--- src/rtl/aes_key_sched.sv ---
// aes_key_sched: iterative AES-128 key expansion, one round key per handshake.
// Define KEY_SCHED_STORE_EN to add an 11-entry round-key store readable via rd_idx.
module aes_key_sched (
    input  logic         clk,
    input  logic         rst_n,
    input  logic         start,
    input  logic [127:0] key_in,
    output logic         busy,
    output logic         done,
    output logic         rk_valid,
    input  logic         rk_ready,
    output logic [3:0]   rk_idx,
    output logic [127:0] rk_data,
    output logic [7:0]   rcon_idx,
    input  logic [7:0]   rcon_val,
    output logic [31:0]  sbox_in,
    input  logic [31:0]  sbox_out,
    input  logic [3:0]   rd_idx,
    output logic [127:0] rd_data,
    output logic         keys_ready
);
    localparam logic [0:0] IDLE = 1'b0;
    localparam logic [0:0] RUN  = 1'b1;

    logic [0:0]   state_q, state_d;
    logic [127:0] w_q, w_d;
    logic [3:0]   rnd_q, rnd_d;
    logic         done_q, done_d;
    logic         hs, last;
    logic [31:0]  t, n0, n1, n2, n3;

    assign hs   = (state_q == RUN) && rk_ready;
    assign last = rnd_q == 4'd10;

    // Next four words chain off each other: each is the previous new word XOR the old one.
    assign t  = sbox_out ^ {rcon_val, 24'h0};
    assign n0 = w_q[127:96] ^ t;
    assign n1 = w_q[95:64] ^ n0;
    assign n2 = w_q[63:32] ^ n1;
    assign n3 = w_q[31:0] ^ n2;

    assign busy     = state_q == RUN;
    assign rk_valid = busy;
    assign rk_idx   = busy ? rnd_q : 4'd0;
    assign rk_data  = busy ? w_q : 128'h0;
    assign done     = done_q;
    assign rcon_idx = (rnd_q < 4'd10) ? {4'h0, rnd_q + 4'd1} : 8'h00;
    assign sbox_in  = {w_q[23:0], w_q[31:24]};

    always_comb begin
        state_d = state_q;
        w_d     = w_q;
        rnd_d   = rnd_q;
        done_d  = hs && last;
        if (state_q == IDLE && start) begin
            state_d = RUN;
            w_d     = key_in;
            rnd_d   = 4'd0;
        end else if (hs) begin
            state_d = last ? IDLE : RUN;
            w_d     = last ? w_q : {n0, n1, n2, n3};
            rnd_d   = last ? rnd_q : rnd_q + 4'd1;
        end
    end

    always_ff @(posedge clk or negedge rst_n) begin
        if (!rst_n) begin
            state_q <= IDLE;
            w_q     <= '0;
            rnd_q   <= '0;
            done_q  <= 1'b0;
        end else begin
            state_q <= state_d;
            w_q     <= w_d;
            rnd_q   <= rnd_d;
            done_q  <= done_d;
        end
    end

`ifdef KEY_SCHED_STORE_EN
    logic [127:0] store_q [11];
    logic         keys_ready_q, keys_ready_d;

    assign keys_ready_d = (state_q == IDLE && start) ? 1'b0 : (hs && last) ? 1'b1 : keys_ready_q;
    assign keys_ready   = keys_ready_q;
    assign rd_data      = (rd_idx <= 4'd10) ? store_q[rd_idx] : 128'h0;

    always_ff @(posedge clk or negedge rst_n) begin
        if (!rst_n) begin
            keys_ready_q <= 1'b0;
            for (int i = 0; i < 11; i++) store_q[i] <= '0;
        end else begin
            keys_ready_q <= keys_ready_d;
            if (hs) store_q[rnd_q] <= w_q;
        end
    end
`else
    logic unused_rd;
    assign unused_rd  = ^rd_idx;
    assign rd_data    = 128'h0;
    assign keys_ready = 1'b0;
`endif
endmodule

--- config.mk ---
export PLATFORM = sky130hd
export DESIGN_NAME = aes_key_sched
export DESIGN_NICKNAME = d
export VERILOG_FILES = /design/src/rtl/aes_key_sched.sv
export SDC_FILE = /design/constraint.sdc
export NUM_CORES = 1
export LEC_CHECK = 0
export BUFFER_PORTS_ARGS = -buffer_cell sky130_fd_sc_hd__buf_2
export CAP_MARGIN = 20
export CORE_AREA = 2 2 189 191
export CTS_BUF_LIST = sky130_fd_sc_hd__clkbuf_2 sky130_fd_sc_hd__clkbuf_4 sky130_fd_sc_hd__clkbuf_8
export CTS_CLUSTER_DIAMETER = 150
export DETAILED_ROUTE_END_ITERATION = 8
export DIE_AREA = 0 0 191 193
export PLACE_DENSITY = 0.59
export SLEW_MARGIN = 30
export SYNTH_ARGS = -nofsm -noshare
export SYNTH_HDL_FRONTEND = slang
export SYNTH_SLANG_ARGS = --single-unit
--- constraint.sdc ---
create_clock -name clk -period 2.4 [get_ports clk]
set_input_delay 0.48 -clock clk [delete_from_list [all_inputs] [get_ports clk]]
set_output_delay 0.48 -clock clk [all_outputs]
set_load 0.02 [all_outputs]
### Word level (Yosys, flattened, before mapping)

Index checks and enable logic that the tools add are counted.

* add/subtract/negate cells: 1
* order comparisons: 1
* eq/ne operators: 2
* muxes and demuxes: 12
* bitwise gates (word level): 6
* reductions and logical operators: 5

Operators by type and width (number)
* 2-to-1 mux 128 bit: 4
* bitwise XOR 32 bit: 5
* 2-to-1 mux 4 bit: 5
* adder 4 x 1 -> 4 bit (second input constant): 1
* == test 4 bit (second input constant): 1
* less-than comparator 4 bit (second input constant): 1
* logical AND 1 bit: 3
* 2-to-1 mux 1 bit: 3
* != test 2 x 1 -> 1 bit (second input constant): 1
* AND reduction 2 bit: 1
* nonzero test 2 bit: 1
* NOT 1 bit: 1

* bits in registers: 134
* bits of input ports: 176
* output and inout bits: 304

### Depth between registers and ports, before layout

Gate-level depths: netlist of the first run.

* word-level depth: 8
* depth in mapped cells: 8
* depth with buffers taken out: 6

### Worst setup path before layout of the first run

OpenSTA, ideal clock, no wires.

* kind: register to output
* start point: reg state_q, in the netlist busy
* end point: out rk_data[100]
* arrival: 1.353 ns
* data required time: 1.920 ns
* slack: 0.567 ns
* stages on the path, launching flop included: 5
* buffers on the path: 3
* path through: dfrtp_1 > buf_4 > clkbuf_1 > clkbuf_1 > and2_1

* cells in the longest elaborated chain, start to end: 1

RTL lines
* from (decl): RTL line 25 `logic [0:0] state_q, state_d;`
* from (signal assigned): RTL line 73 `state_q <= state_d;`
* 2-to-1 mux 128 bit: RTL line 45 `assign rk_data = busy ? w_q : 128'h0;`
* to (decl): RTL line 13 `output logic [127:0] rk_data,`

No other way between the ends.

### Final worst setup path of the first run

* start point: reg state_q, in the netlist busy
* end point: out rk_data[112]

Same word-level chain as after synthesis.

==> summary.md, run 1 <==
| Metric | Value |
|---|---|
| Worst skew pair latency | `0.48 ns` |
| Pwr Density | `between 1000 and 1500 nW/um^2` |
| TritonCTS clock tree | `done` |
| Post-CTS Setup Bufs | `0` |
| Peak supply drop | `roughly 610 uV` |
| Core Footprint | `35000 sq um` |
| Comb pwr share | `between 60% and 70%` |
| WL final | `30700 microns` |
| Seq cells post-synth | `134` |
| Post-synth EDFFs | `0` |
| Cells after Synth | `1012` |
| Syn avg cell area | `9.80 sq um` |
| Hpwl dp | `22900 microns` |
| Power Internal | `9550 uW` |
| Count leader, synth | `buf_4` |
| Slowest-stage cell, CP | `dfrtp_4` |
| Fillers | `3665` |
| Synth warnings | `0` |
| Synthesized cell area | `9920 sq um` |
| Vias/cell | `4.59` |
| Area Overhead vs Synth | `20.6%` |
| Final hold vios | `0` |
| Worst-margin pin slew | `approximately 0.56 ns` |
| Total GRT Usage | `16.3%` |
| GPL Wtd Cong | `0.803` |
| Max-slew violations | `0` |
| Top post-synthesis cells by area | `dfrtp_1 34%, buf_4 13%, and2_1 8.3%` |
| DIE AREA | `around 37000 sq um` |
| RSZ-0062 raised after global routing | `false` |
| Slew headroom | `62.3%` |
| DR pass1 iterations | `5` |
| WL per Instance | `17.3 microns` |
| Diodes inserted | `0` |
| Non-Filler Instances | `roughly 1800` |
| Vias in the first global route | `7769` |
| Nets | `1480` |
| Max-cap violation count | `0` |
| Max Fclk | `0.445 GHz` |
| Ys async rst share | `100%` |
| Crit-path max FO | `47` |
| Global route total overflow | `0` |
| Layout cells sized above 1 | `approximately a third` |
| Clk pin slew, worst setup/hold paths | `0.09 ns` |
| Hold Path Class | `in2reg` |
| CP top delay family | `flip-flops` |
| Final period util | `93.6%` |
| Sequential group share of total power | `a little over a quarter` |
| Count of cell types in the netlist | `44` |
| Final total power | `17900 uW` |
| DIE HEIGHT | `193 microns` |
| Crit path required time | `1.92 ns` |
| Commonest cells post-synth | `171 x buf_4, 134 x dfrtp_1, 132 x and2_1, 67 x nand2_1, 56 x a221o_1` |
| CP bufs+invs | `2` |
| Critical Path Source Type | `register` |
| Via Count | `8155` |
| First-pass GRT wire length | `45600 microns` |
| Worst Skew | `0.0107 ns` |
| Register area share after synthesis | `33.8%` |
| ANT nets after route | `0` |
| Final Critical Period | `~2.2 ns` |
| Critical path arrival | `1.77 ns` |
| Hold path cells | `3` |
| Crit. End Element | `primary output` |
| Top FF cell, synth | `dfrtp_1` |
| PortBufs | `342` |
| Switching Fraction | `46.5%` |
| CP Depth | `3` |
| Row Count | `69` |
| DRC | `0` |
| Synth top area share | `between 30% and 40%` |
| Max incr delay on CP | `approximately 0.55 ns` |
| Total CTS buffers | `17` |
| CTS Buffer Depth | `2` |
| Die W | `191 microns` |
| Placed Cells | `1743` |
| P_sw | `8320 uW` |
| Root Driver | `clkbuf_8` |
| Initial antenna violation count | `2` |
| Critical Path, Cell by Cell | `buf_6 -> and2_1 -> buf_2` |
| Pleak | `between 0.005 and 0.006 uW` |
| Clock power frac | `11.9%` |
| Largest area contributor in the netlist | `dfrtp_1` |
| Largest net degree at the start of global routing | `77` |
| Clk sinks | `134` |
| DR iter-0 viols | `289` |
| H-tree levels | `4` |
| Initial Utilization | `roughly 28%` |
| Status | `completed` |
| Setup TNS | `0 ns` |
| CP Class | `reg2out` |
| Final setup viols | `0` |
| Top Ports | `480` |
| R2R depth | `6` |
-- power by group through the flow --
stage	Sequential [uW]	Clock (uW)	Combinational, uW
global route	4880	2320	12100
floorplan	4290	0	8890
finish	4690	2130	11100
global placement	4640	0	11000
CTS	4680	2220	11200
detailed placement	4720	0	11100
-- cells in the final DEF, fill, tap and decap left out, types with 21 or more instances in the layout --
cell type  instances
xor2_1            25
nor3b_1           24
and2_1           132
dfrtp_1          133
a221o_1           56
buf_2            341
o21ai_0           44
xnor2_1           44
o21ai_1           21
nand2_1           65
o211ai_1          29
or3_1             34
xnor3_1           29
conb_1           133
nand3_1           31
-- logic make-up (layout without fill, tap and decap cells) --
logic type | after synthesis | count (layout) | synth area share [%]
other | 1 | 133 | 0.0378
adder cells (fa/ha/maj) | 2 | 2 | 0.252
AO/OA/AOI/OAI | 179 | 179 | 13.2
XOR/XNOR | 104 | 104 | 13.7
multiplexers | 10 | 10 | 1.01
flip-flops | 134 | 134 | 33.8
AND/OR/NAND/NOR | 350 | 350 | 22.1
buffers and inverters | 232 | 403 | 15.8
-- worst reg2reg max path: stages, from the launching register on --
cell	delay (ns)
dfrtp_1	0.49
ha_1	0.27
nand3b_4	0.17
nand2_4	0.29
buf_12	0.26
o21ai_0	0.16
a221o_1	0.31
-- per-stage QoR --
stage | cell area (sq um) | hold slack (ns) | util, % | setup WS (ns)
2_1_floorplan | 10400 | 0.184 | - | 0.567
3_3_place_gp | 11500 | 0.447 | 33.0 | 0.409
3_5_place_dp | 11500 | 0.443 | 33.0 | 0.343
4_1_cts | 12000 | 0.145 | 34.2 | 0.0586
5_1_grt | 12000 | 0.150 | 34.2 | 0.0367
6_report | 12000 | 0.194 | 34.2 | 0.153
-- sequential cells by signal, summed over array words and instances, names as in the netlist --
register  flops
w_q         128
rnd_q         4
busy          1
done          1
-- worst paths after layout --
kind | startpoint | endpoint | slack (ns)
worst min-delay path | key_in[27] | w_q[27] | 0.19
worst max register to register | rnd_q[1] | w_q[98] | 0.32
worst max-delay path | busy | rk_data[112] | 0.15
max in group asynchronous | rst_n | w_q[75] | 1.23
worst min register to register | w_q[67] | w_q[67] | 0.57
min in group asynchronous | rst_n | w_q[82] | 0.51
-- timing repair --
item | 4_1_cts | 5_1_grt
gates resized for setup | 1 | 0
hold buffers | 1 | 0
setup endpoints to repair | 4 | 0
endpoints found under the hold margin | 34 | 0
-- area by class of cell --
cell class,instances,area [sq um],area share (%)
clock buffer,19,255,2.13
clock inverter,13,170,1.42
inverter,1,3.75,0.0314
multi-input combinational,778,5540,46.3
sequential,134,3360,28.1
tap,461,577,4.82
timing repair buffer,370,2060,17.2
-- routing by layer --
| metal | GRT usage (%) | part of all wire, % |
|---|---|---|
| met2 | 27.5 | 49 |
| met4 | 4.44 | 1.2 |
| met5 | 0 | 0.088 |
| met3 | 3.57 | 6.6 |
| met1 | 20.9 | 43 |
Note: power is estimated with default switching activity, not from simulation.
==> run 2: changes to the inputs <==
Settings changed: CELL_PAD_IN_SITES_DETAIL_PLACEMENT set to 1, CELL_PAD_IN_SITES_GLOBAL_PLACEMENT set to 1, CORE_AREA 2 2 189 191 to 2 2 187 189, DIE_AREA 0 0 191 193 to 0 0 189 191, PLACE_DENSITY 0.59 to 0.76.
==> summary.md, run 2 (same netlist as run 1, synthesis figures left out) <==
| Metric | Value |
|---|---|
| Hold Path Class | `in2reg` |
| WL final | `32900 microns (+7.2%)` |
| Setup TNS | `0 ns (unchanged)` |
| Post-route cell area | `11900 sq um (-0.36%)` |
| Area Overhead vs Synth | `20.2%` |
| Initial Utilization | `29.1% (+0.70 points)` |
| Final total power | `18000 uW (+0.89%)` |
| Nets | `1474 (-0.41%)` |
| Status | `completed` |
| RR Startpoint | `rnd_q[0]` |
| Layout cells sized above 1 | `33.2% (-0.36 points)` |
| Vias in the first global route | `8384 (+7.9%)` |
| Critical Path Source Type | `register` |
| H-tree levels | `4 (unchanged)` |
| Sequential group share of total power | `26.2% (about the same)` |
| GPL Wtd Cong | `0.824 (+2.6%)` |
| Core Footprint | `34100 sq um (-2.4%)` |
| Largest net degree at the start of global routing | `88 (+14%)` |
| Max-cap violation count | `0 (unchanged)` |
| First-pass GRT wire length | `49500 microns (+8.7%)` |
| PortBufs | `342 (unchanged)` |
| Critical path arrival | `1.71 ns (-0.06 ns)` |
| Comb pwr share | `62.3% (+0.5 points)` |
| RSZ-0062 raised after global routing | `false` |
| Total CTS buffers | `17 (unchanged)` |
| Pwr Density | `1510 nW/um^2 (+1.3%)` |
| Crit. End Element | `primary output` |
| Final period util | `91.2% (-2.5 points)` |
| Die W | `189 microns (-1.0%)` |
| Clk pin slew, worst setup/hold paths | `0.09 ns (about the same)` |
| Peak supply drop | `522 uV (-14%)` |
| CP Class | `reg2out` |
| Power Internal | `9500 uW (-0.48%)` |
| Setup ws final | `0.212 ns (+0.0594 ns)` |
| Largest Register | `w_q` |
| Crit-path max FO | `7 (-85%)` |
| Fillers | `4096 (+12%)` |
| Final Critical Period | `2.19 ns (-0.0594 ns)` |
| Slew headroom | `53.4% (-8.9 points)` |
| Total GRT Usage | `17.8% (+1.6 points)` |
| Initial antenna violation count | `5 (+3)` |
| Clock power frac | `11.5% (-0.4 points)` |
| Worst skew pair latency | `0.47 ns (about the same)` |
| Top Ports | `480 (unchanged)` |
| Post-place setup slack | `0.301 ns (-0.0420 ns)` |
| Switching Fraction | `47.3% (+0.73 points)` |
| Max-slew violations | `0 (unchanged)` |
| Max Fclk | `0.457 GHz (+2.7%)` |
| Multi-input logic area | `5530 sq um (-0.14%)` |
| Row Count | `68 (-1.4%)` |
| Non-Filler Instances | `1768 (-0.45%)` |
| DRC | `0 (unchanged)` |
| Most common cell after layout, fill and taps aside | `buf_2` |
| Worst Skew | `0.0192 ns (+0.00854 ns)` |
| Worst setup path start | `rnd_q[0]` |
| Crit path required time | `1.92 ns (about the same)` |
| DIE HEIGHT | `191 microns (-1.0%)` |
| DR pass1 iterations | `4 (-1)` |
| Number of flip-flops in the largest register | `128 (unchanged)` |
| Global route total overflow | `0 (unchanged)` |
| Vias/cell | `4.72 (+2.7%)` |
| Placed Instance Area | `11500 sq um (-0.30%)` |
| P_sw | `8520 uW (+2.5%)` |
| Regs by FF count | `w_q (128), rnd_q (4)` |
| PostCTS Resize Cnt | `0 (-1)` |
| CTS Buffer Depth | `2 (unchanged)` |
| Placed Cells | `1731 (-0.69%)` |
| Root Driver | `clkbuf_8` |
| Register area | `3360 sq um (unchanged)` |
| DR iter-0 viols | `330 (+14%)` |
| TritonCTS clock tree | `done` |
| WL per Instance | `18.6 microns (+7.7%)` |
| Worst-margin pin slew | `0.698 ns (+0.134 ns)` |
| Commonest cells after routing, fill and taps aside | `341 x buf_2, 133 x conb_1, 133 x dfrtp_1` |
| Final hold vios | `0 (unchanged)` |
| DIE AREA | `36100 sq um (-2.1%)` |
| Clk sinks | `134 (unchanged)` |
| Final setup viols | `0 (unchanged)` |
| Hold Path Origin | `key_in[16]` |
| Pleak | `0.00572 uW (-0.28%)` |
| Hpwl dp | `23900 microns (+4.4%)` |
| ANT nets after route | `0 (unchanged)` |
| Via Count | `8339 (+2.3%)` |
[run 2: per-stage QoR]
stage          utilization, %  hold slack [ns]
3_5_place_dp             33.7            0.463
4_1_cts                  34.9            0.160
5_1_grt                  34.9            0.163
2_1_floorplan               -            0.184
6_report                 34.9            0.206
3_3_place_gp             33.7            0.463
[run 2: path summary, 6_finish.rpt]
check / to / slack, ns / cells past startpoint
min in group asynchronous: w_q[52] / 0.55 / 2
hold reg to reg: w_q[126] / 0.56 / 2
hold / removal: w_q[16] / 0.21 / 3
setup / recovery: rcon_idx[1] / 0.21 / 4
setup reg to reg: w_q[114] / 0.33 / 7
max in group asynchronous: w_q[26] / 1.18 / 3
[run 2: layout make-up]
class | instances | area share (%)
clock inverters | 14 | 1.47
multi-input cells | 778 | 46.4
diodes | 5 | 0.105
well taps | 455 | 4.78
repair buffers | 364 | 17.1
flip-flops and latches | 134 | 28.2
clock buffers | 17 | 1.96
inverters | 1 | 0.0315
[run 2: critical path, stage by stage, from the launching register on]
cell	delay, ns
dfrtp_1	0.47
inv_1	0.07
ha_1	0.33
nor2_1	0.18
buf_2	0.20
[run 2: power groups by stage]
stage | logic (uW) | clock network, uW | registers, uW
after global placement | 11000 | 0 | 4650
after detailed placement | 11300 | 0 | 4750
after CTS | 11400 | 2140 | 4710
after global routing | 12200 | 2230 | 4890
final | 11200 | 2070 | 4730
after floorplan | 8890 | 0 | 4290
[run 2: routing by layer]
layer  up-vias  track usage (%)  share of wire, %
met3        26             3.76               5.7
met4         2             4.66               1.4
li1       3795                -                 -
met2       333             31.2                51
met1      4183             22.3                42
met5         -                0             0.021
[run 2: repair_timing]
action,CTS,global route
hold endpoints to repair,42,0
hold buffers,1,0
setup buffers,0,0
